### src/rtl/config_read_initiator.sv
// AXI-Lite read-channel front end: turns one AR request at a time into a
// read_config request, waits for the config response and returns it on R.
module config_read_initiator #(
    parameter int ADDR_BITS      = 16,
    parameter int DATA_BITS      = 64,
    parameter int TIMEOUT_CYCLES = 1024
) (
    input  logic                 clk,
    input  logic                 rst,
    input  logic [ADDR_BITS-1:0] s_axil_araddr,
    input  logic                 s_axil_arvalid,
    output logic                 s_axil_arready,
    output logic [DATA_BITS-1:0] s_axil_rdata,
    output logic [1:0]           s_axil_rresp,
    output logic                 s_axil_rvalid,
    input  logic                 s_axil_rready,
    output logic                 conf_read_valid,
    input  logic                 conf_read_ready,
    output logic [ADDR_BITS-1:0] conf_read_addr,
    input  logic                 conf_resp_valid,
    output logic                 conf_resp_ready,
    input  logic [DATA_BITS-1:0] conf_resp_data,
    input  logic                 conf_resp_error
);

    localparam int CNT_W = (TIMEOUT_CYCLES > 1) ? $clog2(TIMEOUT_CYCLES) : 1;
    // With the timeout disabled this evaluates to all ones and is never used for expiry.
    localparam logic [CNT_W-1:0] CNT_MAX = CNT_W'(TIMEOUT_CYCLES - 1);

    localparam logic [1:0] RESP_OKAY   = 2'b00;
    localparam logic [1:0] RESP_SLVERR = 2'b10;
    localparam logic [1:0] RESP_DECERR = 2'b11;

    typedef enum logic [1:0] {
        IDLE      = 2'd0,
        REQ       = 2'd1,
        WAIT_RESP = 2'd2,
        RESP      = 2'd3
    } state_t;

    state_t               state_reg, state_next;
    logic [ADDR_BITS-1:0] addr_reg, addr_next;
    logic [DATA_BITS-1:0] rdata_reg, rdata_next;
    logic [1:0]           rresp_reg, rresp_next;
    logic [CNT_W-1:0]     cnt_reg, cnt_next;
    logic [CNT_W-1:0]     cnt_inc;
    logic                 expired;

    assign cnt_inc = (cnt_reg == CNT_MAX) ? cnt_reg : cnt_reg + 1'b1;
    assign expired = (TIMEOUT_CYCLES != 0) && (cnt_reg == CNT_MAX);

    always_ff @(posedge clk) begin
        if (rst) begin
            state_reg <= IDLE;
            addr_reg  <= '0;
            rdata_reg <= '0;
            rresp_reg <= RESP_OKAY;
            cnt_reg   <= '0;
        end else begin
            state_reg <= state_next;
            addr_reg  <= addr_next;
            rdata_reg <= rdata_next;
            rresp_reg <= rresp_next;
            cnt_reg   <= cnt_next;
        end
    end

    always_comb begin
        state_next = state_reg;
        addr_next  = addr_reg;
        rdata_next = rdata_reg;
        rresp_next = rresp_reg;
        cnt_next   = cnt_reg;
        case (state_reg)
            IDLE: begin
                if (s_axil_arvalid) begin
                    addr_next  = s_axil_araddr;
                    cnt_next   = '0;
                    state_next = REQ;
                end
            end
            REQ: begin
                cnt_next = cnt_inc;
                // A handshake in the expiry cycle takes priority over the abort.
                if (conf_read_ready) begin
                    state_next = WAIT_RESP;
                end else if (expired) begin
                    rdata_next = '0;
                    rresp_next = RESP_SLVERR;
                    state_next = RESP;
                end
            end
            WAIT_RESP: begin
                cnt_next = cnt_inc;
                if (conf_resp_valid) begin
                    rdata_next = conf_resp_data;
                    rresp_next = conf_resp_error ? RESP_DECERR : RESP_OKAY;
                    state_next = RESP;
                end else if (expired) begin
                    rdata_next = '0;
                    rresp_next = RESP_SLVERR;
                    state_next = RESP;
                end
            end
            RESP: begin
                if (s_axil_rready) begin
                    state_next = IDLE;
                end
            end
            default: state_next = IDLE;
        endcase
    end

    // Handshake outputs decode straight from state; responses in IDLE are sunk.
    assign s_axil_arready  = (state_reg == IDLE);
    assign s_axil_rvalid   = (state_reg == RESP);
    assign s_axil_rdata    = rdata_reg;
    assign s_axil_rresp    = rresp_reg;
    assign conf_read_valid = (state_reg == REQ);
    assign conf_read_addr  = addr_reg;
    assign conf_resp_ready = (state_reg == IDLE) || (state_reg == WAIT_RESP);

endmodule
### config.mk
export PLATFORM = sky130hd
export DESIGN_NAME = config_read_initiator
export DESIGN_NICKNAME = d
export VERILOG_FILES = /design/src/rtl/config_read_initiator.sv
export SDC_FILE = /design/constraint.sdc
export NUM_CORES = 1
export LEC_CHECK = 0
export CORE_ASPECT_RATIO = 1.5
export CORE_MARGIN = 3
export CORE_UTILIZATION = 44
export CTS_CLUSTER_DIAMETER = 200
export CTS_CLUSTER_SIZE = 8
export DETAILED_ROUTE_END_ITERATION = 6
export MAX_ROUTING_LAYER = met4
export PLACE_DENSITY = 0.83
export SYNTH_ARGS = -nofsm -noshare
export SYNTH_HDL_FRONTEND = slang
export SYNTH_SLANG_ARGS = --single-unit
### constraint.sdc
create_clock -name clk -period 4.4 [get_ports clk]
set_input_delay 0.88 -clock clk [delete_from_list [all_inputs] [get_ports clk]]
set_output_delay 0.88 -clock clk [all_outputs]
set_load 0.1 [all_outputs]
After elaboration in Yosys (flattened, before gate mapping)
Cells that the tools add are included.
{"block": "word_totals", "regBits": 94, "latch_bits": 0, "mem_bits_rw": 0, "romBits": 0, "inputBits": 87, "output_inout_bits": 86, "word_cells": 41, "mem_count": 0}
{"block": "classes", "n_addsub": 1, "multipliers": 0, "n_div": 0, "order_cmp": 0, "n_eq_ne": 8, "shifts": 0, "n_mux": 18, "bitwise": 0, "reduce_logical": 9}
{"operator": "64-bit two-way mux", "count": 3}
{"operator": "64-bit one-hot mux with 2 select lines", "count": 1}
{"operator": "10-bit two-way mux", "count": 2}
{"operator": "10-bit one-hot mux with 2 select lines", "count": 1}
{"operator": "2-bit two-way mux", "count": 9}
{"operator": "10-bit by 1-bit adder with 10-bit output, second input constant", "count": 1}
{"operator": "10-bit equality test, second input constant", "count": 1}
{"operator": "2-bit one-hot mux with 4 select lines", "count": 1}
{"operator": "2-bit inequality test, second input constant", "count": 3}
{"operator": "2-bit AND reduction", "count": 3}
{"operator": "2-bit equality test, second input constant", "count": 2}
{"operator": "2-bit one-hot mux with 2 select lines", "count": 1}
{"operator": "2-bit nonzero test", "count": 2}
{"operator": "3-bit AND reduction", "count": 1}
{"operator": "2-bit by 1-bit equality test with 1-bit output, second input constant", "count": 1}
{"operator": "2-bit zero test", "count": 1}
{"operator": "2-bit by 1-bit inequality test with 1-bit output, second input constant", "count": 1}
{"operator": "2-bit OR reduction", "count": 1}
{"operator": "1-bit logical OR", "count": 1}

Logic depth before layout (Yosys ltp)
{"block": "depth", "word_depth": 4, "mapped_depth": 8, "mapped_depth_nobuf": 6}

Worst setup path before layout
OpenSTA, ideal clock, no wires.
{"block": "synth_timing", "kind": "flip-flop to output port", "from": "reg state_reg[0]", "to": "out conf_resp_ready", "t_arrival_ns": 1.937, "required_ns": 3.520, "setup_slack_ns": 1.583, "stages_incl_launch_ff": 5, "path_buffers": 1, "cell_sequence": "dfxtp_1 -> inv_1 -> ha_1 -> buf_4 -> or2_2"}
{"block": "synth_via", "elab_chain_cells": 2}
{"item": "from (decl)", "line_no": "41", "rtl": "state_t state_reg, state_next;"}
{"item": "from (signal assigned)", "line_no": "60", "rtl": "state_reg <= state_next;"}
{"item": "2-bit zero test"}
{"item": "named net s_axil_arready", "line_no": "12", "rtl": "output logic s_axil_arready,"}
{"item": "1-bit logical OR", "line_no": "121", "rtl": "assign conf_resp_ready = (state_reg == IDLE) || (state_reg == WAIT_RESP);"}
{"item": "to (decl)", "line_no": "21", "rtl": "output logic conf_resp_ready,"}
The timed path passes the listed nets, and every way through them passes these cells.

Worst setup path after layout
{"block": "layout_timing", "from": "reg state_reg[1]", "to": "out conf_resp_ready"}
{"block": "layout_via", "elab_chain_cells": 2}
{"item": "2-bit equality test or 2-bit zero test (tied branches)", "line_no": "121"}
{"item": "1-bit logical OR (*)", "line_no": "121"}
Mark *: on every way between the ends. The rest lies on a longest branch, timed or not.

==> flow_summary.toml <==
[run_status]
status = "finished clean"

[sta]
tightest_slew_ps = 1030
fmax_mhz = 304
slew_viol_final = 0
hold_violations = 0
finalWorstSetupSlack_ps = 1110
fin_crit_ps = 3290
setup_viol = 0
fin_skew_ps = 6.09
maxSlewHeadroom_pct = 31.1
rsz0062_at_grt = "no"
min_period_over_period_pct = 74.7
setup_tns_ps = 0

[synth]
synth_cell_types = 39
synth-seq-cells = 94
synth_top_area_cell = "dfxtp_1"
syn_inst = 453
ys_warn_count = 0
syn-num-nets = 546
synthTopCellsByArea = "dfxtp_1 (51%), a21oi_1 (13%), nand2_1 (10%)"
synthDominantCellAreaShare_pct = 51.2
avgSynthCellArea_sq_um = 8.11
netlist_area_sq_um = 3670
seq_area_frac_synth_pct = 51.2

[clock_tree]
clock_path_buffers = 2
postCtsResizedCells = 0
htreeDepth = 3
root_buffer = "clkbuf_16"
numCtsBuffers = 9
clkSinkCount = 94
path_clk_slew_ps = 60
cts_tree = "built"
cts_setup_buffers = 0
clk_latency_ps = 330
post_cts_hold_buffer_count = 0

[final_layout]
num_antenna_cells = 0
drive_gt1_share_pct = 4.78
synthToLayoutAreaGrowth_pct = 55.2
most-common-layout-cells = "clkdlybuf4s50_1 (171), nand2_1 (101), a21oi_1 (94), dfxtp_1 (94), o21ai_0 (61)"
multi_input_area_sq_um = 1630
regArea_sq_um = 1880
instances_no_fill = 712
fin_nets = 696
fillers = 656
largest_reg_flops = 64
final_common_cell = "clkdlybuf4s50_1"

[worst_setup_path]
cp-start-kind = "register"
path_max_fanout = 8
cp_data_required_time_ps = 3520
criticalPathCategory = "register to primary output"
arrival_ps = 2410
end_kind = "primary output"

[floorplanning]
die_area_sq_um = 9510
die_h_um = 118
die_w_um = 80.6
start_util_pct = 45.6
rows = 40
ios = 173
core_sq_um = 8060

[global_routing]
grt_max_degree = 67
grt_overflow = 0
grt_pass1_wl_um = 17400
grt_pass1_vias = 3673
antenna_found_initial = 0
grtUsageTotal_pct = 23.8

[pwr]
power_density_nw_per_um2 = 408
p_leak_uw = 0.00194
power_uw = 2320
peakVddDrop_mv = 0.245

[placed_design]
numPortBuffers = 172
gp_congestion = 0.814
post-dp-hpwl_um = 7580
pre_cts_ws_ps = 1390
placed_cells = 697

[worst_hold_path]
hold_class = "register to register"

[routing]
num_vias = 3783
route.detailed.drc = 0
ant_nets = 0
first_pass_iters = 5
routed_wl_um = 10900
vias_per_cell = 5.31
wl_per_cell_um = 15.4
dr.first_iter.drc_count = 169

[run]
cap_viol_max_count = 0
[layout make-up]
class                           instances  area share (%)
Tap cell                              105            2.30
Inverter                                7           0.461
Sequential cell                        94            33.0
Timing Repair Buffer                  176            30.6
Multi-Input combinational cell        315            28.5
Clock inverter                          5           0.878
Clock buffer                           10            4.19
[path summary, 6_finish.rpt]
check | start | slack (ps) | endpoint | depth (start not counted)
setup / recovery | state_reg[1] | 1110 | conf_resp_ready | 4
hold / removal | conf_read_addr[1] | 450 | conf_read_addr[1] | 2
setup reg to reg | state_reg[0] | 1810 | s_axil_rdata[50] | 7
hold reg to reg | conf_read_addr[1] | 450 | conf_read_addr[1] | 2
[per-stage QoR]
step | utilization, % | area, sq um | hold WS [ps]
CTS | 70.8 | 5700 | 455
detailed placement | 67.2 | 5410 | 446
global route | 70.8 | 5700 | 469
finish | 70.8 | 5700 | 454
floorplan | - | 3670 | 448
global placement | 67.2 | 5410 | 442
[logic make-up after synthesis]
| kind of cell | after synthesis | synth area share (%) |
|---|---|---|
| multiplexers | 2 | 0.579 |
| AND/OR/NAND/NOR | 129 | 15.3 |
| AO/OA/AOI/OAI | 175 | 25.0 |
| flip-flops | 94 | 51.2 |
| adder cells (fa/ha/maj) | 6 | 2.04 |
| buffers and inverters | 44 | 5.18 |
| XOR/XNOR | 3 | 0.715 |
[where the power goes]
| group | internal (uW) | switching (uW) | leakage [uW] | total, uW |
|---|---|---|---|---|
| Combinational | 183 | 475 | 0.00103 | 659 |
| Sequential | 884 | 19.4 | 0.000760 | 903 |
| Clock | 449 | 314 | 0.000148 | 763 |
| Total | 1520 | 809 | 0.00194 | 2320 |
[synth_stat cells]
cell         n
a2111oi_0    1
a41oi_2      1
and2_1       3
xnor2_1      2
nor2_1       5
a21oi_1     94
buf_2        5
or2_2        1
or4_1        3
o21bai_1     1
o2bb2ai_1    1
nand4_1      2
a31oi_1      1
mux2_2       1
nand3_2      1
a211oi_1     1
o21ai_1      7
and4_2       1
o21ai_0     61
nor3_1       2
and3_2       1
nand4b_1     2
ha_1         6
o21a_1       2
a22oi_1      1
o311ai_0     1
buf_6        2
mux2i_1      1
o31ai_1      3
buf_4        1
dfxtp_1     94
nand2_1    101
clkbuf_1    29
and4_1       1
xor2_1       1
and3_4       1
nand3_1      3
inv_1        7
and3_1       2
[routing by layer]
metal | wire, um | part of all wire (%) | global-route usage, %
met2 | 5640 | 52 | 40.6
met1 | 4240 | 39 | 25.4
met5 | 0 | 0 | -
met4 | 299 | 2.7 | 9.94
met3 | 762 | 7.0 | 6.51
[critical path, stage by stage (launching register included)]
cell and delay (ps):
dfxtp_1 430, inv_1 90, ha_1 280, or2_2 300, clkdlybuf4s50_1 970
Note: power is estimated with default switching activity, not from simulation.
